## src/rtl/pe_ws_db.sv

```systemverilog
// pe_ws_db -- weight-stationary processing element with double-buffered weights.
//
// Purpose:
//   One tile of a systolic array. Activations stream left-to-right and
//   weights/partial sums flow top-to-bottom. The next tile's weight is
//   loaded into a shadow register while the current tile computes. w_swap
//   then promotes it to the active register, so no load bubbles are needed.
//   A vertical drain chain (drain/shift) moves finished sums out of the column.
//
// Optional feature:
//   PE_WS_DB_SAT_EN -- when defined, accumulation saturates on signed overflow
//   and sat_flag becomes a sticky overflow indicator. When undefined, acc
//   wraps as two's complement and sat_flag is tied to 0.
//
// Parameters:
//   DATA_W  signed activation/weight width
//   ACC_W   signed accumulator width (must be >= 2*DATA_W+1)
//   PIPE    1 = registered activation forwarding, 0 = combinational
//
// Ports:
//   clk, rst                    clock, synchronous active-high reset
//   a_in, a_valid_in            activation and qualifier from the left
//   w_in, w_load, w_swap        weight data, shadow load, shadow->active swap
//   en, clr                     MAC enable, start a new accumulation
//   drain, shift, psum_in       drain-chain controls and partial sum from above
//   a_out, a_valid_out          forwarded activation and qualifier
//   w_out, w_load_out,
//   w_swap_out                  weight chain to the PE below (always registered)
//   acc                         accumulator
//   psum_out                    drain-chain register
//   sat_flag                    sticky overflow flag (0 without saturation)
module pe_ws_db #(
  parameter int DATA_W = 8,
  parameter int ACC_W  = 32,
  parameter int PIPE   = 1
) (
  input  logic              clk,
  input  logic              rst,
  input  logic [DATA_W-1:0] a_in,
  input  logic              a_valid_in,
  input  logic [DATA_W-1:0] w_in,
  input  logic              w_load,
  input  logic              w_swap,
  input  logic              en,
  input  logic              clr,
  input  logic              drain,
  input  logic              shift,
  input  logic [ACC_W-1:0]  psum_in,
  output logic [DATA_W-1:0] a_out,
  output logic              a_valid_out,
  output logic [DATA_W-1:0] w_out,
  output logic              w_load_out,
  output logic              w_swap_out,
  output logic [ACC_W-1:0]  acc,
  output logic [ACC_W-1:0]  psum_out,
  output logic              sat_flag
);

  // The full product must fit with one guard bit to spare.
  generate
    if (ACC_W < 2*DATA_W + 1) begin : g_bad_acc_w
      $error("pe_ws_db: ACC_W must be >= 2*DATA_W+1");
    end
  endgenerate

  localparam int PROD_W = 2*DATA_W;

  logic [DATA_W-1:0]        shadow_w_reg;
  logic [DATA_W-1:0]        active_w_reg;
  logic [ACC_W-1:0]         acc_reg;
  logic [ACC_W-1:0]         acc_next;
  logic [ACC_W-1:0]         psum_reg;
  logic [DATA_W-1:0]        w_out_reg;
  logic                     w_load_out_reg;
  logic                     w_swap_out_reg;

  logic signed [PROD_W-1:0] product;
  logic [ACC_W-1:0]         product_ext;
  logic [ACC_W-1:0]         base;
  logic [ACC_W-1:0]         sum;
  logic                     fire;

  assign fire        = en & a_valid_in;
  // The multiply always sees the active weight held at this edge, so a
  // simultaneous w_swap only takes effect for the next MAC.
  assign product     = $signed(a_in) * $signed(active_w_reg);
  assign product_ext = {{(ACC_W-PROD_W){product[PROD_W-1]}}, product};
  // clr with fire restarts from zero instead of the running total.
  assign base        = clr ? '0 : acc_reg;
  assign sum         = base + product_ext;

`ifdef PE_WS_DB_SAT_EN
  logic ovf;
  logic sat_reg;

  // Signed overflow: operands share a sign and the result sign differs.
  assign ovf = fire & (base[ACC_W-1] == product_ext[ACC_W-1])
                    & (sum[ACC_W-1] != base[ACC_W-1]);

  always_comb begin
    acc_next = acc_reg;
    if (fire) begin
      if (ovf) begin
        acc_next = base[ACC_W-1] ? {1'b1, {(ACC_W-1){1'b0}}}
                                 : {1'b0, {(ACC_W-1){1'b1}}};
      end else begin
        acc_next = sum;
      end
    end else if (clr) begin
      acc_next = '0;
    end
  end

  always_ff @(posedge clk) begin
    if (rst) begin
      sat_reg <= 1'b0;
    end else begin
      sat_reg <= (clr ? 1'b0 : sat_reg) | ovf;
    end
  end

  assign sat_flag = sat_reg;
`else
  always_comb begin
    acc_next = acc_reg;
    if (fire) begin
      acc_next = sum;
    end else if (clr) begin
      acc_next = '0;
    end
  end

  assign sat_flag = 1'b0;
`endif

  // Weights, accumulator, drain chain and weight-chain forwarding.
  always_ff @(posedge clk) begin
    if (rst) begin
      shadow_w_reg   <= '0;
      active_w_reg   <= '0;
      acc_reg        <= '0;
      psum_reg       <= '0;
      w_out_reg      <= '0;
      w_load_out_reg <= 1'b0;
      w_swap_out_reg <= 1'b0;
    end else begin
      // Nonblocking semantics give swap the old shadow when both are set.
      if (w_load) shadow_w_reg <= w_in;
      if (w_swap) active_w_reg <= shadow_w_reg;
      acc_reg <= acc_next;
      // drain captures the pre-update acc, allowing overlap with clr/fire.
      if (drain) begin
        psum_reg <= acc_reg;
      end else if (shift) begin
        psum_reg <= psum_in;
      end
      w_out_reg      <= w_in;
      w_load_out_reg <= w_load;
      w_swap_out_reg <= w_swap;
    end
  end

  // Activation forwarding: registered or pass-through.
  generate
    if (PIPE != 0) begin : g_pipe
      logic [DATA_W-1:0] a_out_reg;
      logic              a_valid_out_reg;

      always_ff @(posedge clk) begin
        if (rst) begin
          a_out_reg       <= '0;
          a_valid_out_reg <= 1'b0;
        end else begin
          a_out_reg       <= a_in;
          a_valid_out_reg <= a_valid_in;
        end
      end

      assign a_out       = a_out_reg;
      assign a_valid_out = a_valid_out_reg;
    end else begin : g_comb
      assign a_out       = a_in;
      assign a_valid_out = a_valid_in;
    end
  endgenerate

  assign acc        = acc_reg;
  assign psum_out   = psum_reg;
  assign w_out      = w_out_reg;
  assign w_load_out = w_load_out_reg;
  assign w_swap_out = w_swap_out_reg;

endmodule

```

## config.mk

```make
export PLATFORM = sky130hd
export DESIGN_NAME = pe_ws_db
export DESIGN_NICKNAME = d
export VERILOG_FILES = /design/src/rtl/pe_ws_db.sv
export SDC_FILE = /design/constraint.sdc
export NUM_CORES = 1
export LEC_CHECK = 0
export CAP_MARGIN = 20
export CORE_MARGIN = 2
export CORE_UTILIZATION = 40
export DETAILED_ROUTE_END_ITERATION = 8
export DONT_BUFFER_PORTS = 1
export PLACE_DENSITY = 0.64
export SYNTH_ARGS = -nofsm -noshare
export SYNTH_HDL_FRONTEND = slang
export SYNTH_SLANG_ARGS = --single-unit
```

## constraint.sdc

```tcl
create_clock -name clk -period 10 [get_ports clk]
set_input_delay 1.5 -clock clk [delete_from_list [all_inputs] [get_ports clk]]
set_output_delay 1.5 -clock clk [all_outputs]
set_load 0.1 [all_outputs]
```

==> reports/metrics.yaml <==
status: "complete, no violations"
die_area_sq_mm: 0.0205
reg2reg_to: "acc[25]"
synth_edf_count: 0
slowest_delay_ns: 0.64
drc_errors: 0
combPwrFrac: 0.177
hold_depth: 2
layout_commonest_cell: "nor2_1"
reg2regPathDepth: 27
syn_area_per_cell_sq_um: 8.47
synth_ff_type: "dfxtp_1"
cp-start-kind: "input pin"
grt_pass1_vias: 5835
num_vias: 5937
cts_hold_buffers: 0
rsz0062_at_grt: "false"
netSwitchingPower_mw: 0.399
via_per_inst: 5.10
routed_wl_mm: 17.6
yosys.area.top_type: "dfxtp_1"
htreeDepth: 3
p_total_mw: 1.12
p_int_mw: 0.724
async_reset_ff_frac: 0
slowest_stage: "fa_1"
setup_viol: 0
num-nets-final: 1066
die_y_um: 143
dr.pass1.iters: 5
finalCritPeriodShare: 0.780
layout_common_cells: "nor2_1, dfxtp_1, inv_1"
maxCapViolCount: 0
hold_viol: 0
post_cts_resized: 0
clkLatencyLatePin_ns: 0.35
reg2reg_setup_slack_ns: 2.84
hp-class: "register to register"
first_iter_violations: 332
slew_viol_final: 0
static-leakage-power_nw: 3.74
layout_min_cycle_time_ns: 7.80
worstMarginPinSlew_ns: 1.12
syn-num-nets: 1084
antenna_found_initial: 0
arrival_ns: 8.11
io_buffers: 0
tns_ns: 0
required_ns: 10.31
ctsRootBufferMaster: "clkbuf_16"
min_from: "shadow_w_reg[7]"
crit_type: "input pin to register"
timing.rr.start: "active_w_reg[2]"
fmaxAchievable_ghz: 0.128
cts.sinks: 99
rows: 50
grt_max_degree: 104
track_usage: 0.176
skew_ns: 0.00617
synth_top_area_frac: 0.255
hpwl_mm: 13.2
clkTransAtPathRegs_ns: 0.07
postRouteAntennaNets: 0
diodes: 0
slew_headroom: 0.254
core-area_sq_mm: 0.0189
ys_seq_area_frac: 0.255
post-cts-setup-buffers: 0
ir_drop_mv: 0.115
cts_buffers: 9
ios: 141
p_clk_frac: 0.346
ys_seq_elements: 99
wl_per_cell_um: 15.1
worstSetupEndpointType: "register"
synth_warnings: 0
p_sw_frac: 0.355
grt_pass1_wl_mm: 29.1
power.sequential.fraction: 0.477
gp_congestion: 0.846
synth_area_sq_mm: 0.00777
crit_top_cell: "inv_1"
ys_types: 60
p_per_area_mw_per_mm2: 135
area_growth_pct: 7.18
die_width_um: 143
syn-instance-count: 917
start_util: 0.411
drive_gt1_frac: 0.0420
critPathMaxFanout: 9
hold_end: "shadow_w_reg[7]"
cts_tree: "yes"
clk_path_buf_depth: 2
synth.area.top_cells: "dfxtp_1, fa_1, ha_1, mux2i_1, nor2_1"
grt_overflow: 0
==> critical path, delay by kind of cell <==
kind            cells  cell delay (ns)
compound gates      9             1.93
fa+ha+maj           6             2.97
buf+inv             6             0.58
simple gates        5             1.10
==> final cells by class <==
cell class / instances / area, sq um
timing repair buffer: 6 / 45.0
inverter: 94 / 353
sequential: 99 / 1980
multi-input combinational: 689 / 5290
clock inverter: 5 / 83.8
fill: 1922 / 10600
tap: 260 / 325
clock buffer: 11 / 243
==> cell usage after synthesis, types with 4 or more instances <==
cell type,number
ha_1,54
and3_1,4
o211ai_1,5
fa_1,56
nor3_1,10
xnor2_1,28
a21o_1,8
o21ai_0,25
nand2_1,60
inv_1,93
xor2_1,8
clkbuf_1,23
nor2_1,113
dfxtp_1,99
a31oi_1,9
nand2b_1,8
a311oi_1,4
nand3_1,8
buf_1,10
a21oi_1,72
a211oi_1,6
or3_1,7
mux2i_1,49
nor2b_1,55
o2111ai_1,4
and2_1,47
o21a_1,8
==> cells by family after synthesis <==
group                      share of synthesized area
muxes                                         0.0660
adders and majority gates                      0.233
DFF                                            0.255
buffers and inverters                         0.0633
other                                       0.000483
and+or+nand+nor                                0.208
xor gates and xnor gates                      0.0406
AOI/OAI and AO/OA                              0.134
==> per-stage QoR <==
| step | worst slack [ns] | cell area [sq um] | hold slack (ns) | utilization | std cells |
|---|---|---|---|---|---|
| 2_1_floorplan | 2.42 | 7770 | 0.460 | - | 917 |
| 3_3_place_gp | 2.05 | 8000 | 0.476 | 0.423 | 1148 |
| 3_5_place_dp | 1.89 | 8000 | 0.487 | 0.423 | 1148 |
| 4_1_cts | 2.21 | 8330 | 0.502 | 0.441 | 1164 |
| 5_1_grt | 1.57 | 8330 | 0.526 | 0.441 | 1164 |
| 6_report | 2.20 | 8330 | 0.502 | 0.441 | 1164 |
==> routing by layer <==
| layer | wire length (um) | vias up | track usage |
|---|---|---|---|
| met3 | 839 | 15 | 0.0353 |
| met2 | 8020 | 126 | 0.287 |
| met1 | 8540 | 2790 | 0.241 |
| li1 | - | 3006 | - |
| met5 | 0 | - | 0 |
| met4 | 190 | 0 | 0.0428 |
==> how the worst max path moves through the flow <==
stage,startpoint,end,cells past startpoint
global placement,a_in[7],acc[25],26
floorplan,a_in[7],acc[26],26
detailed placement,a_in[7],acc[25],26
finish,a_in[7],acc[25],26
CTS,a_in[7],acc[25],26
global route,a_in[7],acc[25],27
==> power groups by stage <==
stage	logic [mW]	clock network (mW)	registers (mW)
after floorplan	0.174	0	0.545
after global placement	0.197	0	0.545
after detailed placement	0.199	0	0.545
after CTS	0.200	0.397	0.536
after global routing	0.228	0.412	0.539
final	0.198	0.388	0.536
No activity file was read; power rests on OpenSTA's default activity.
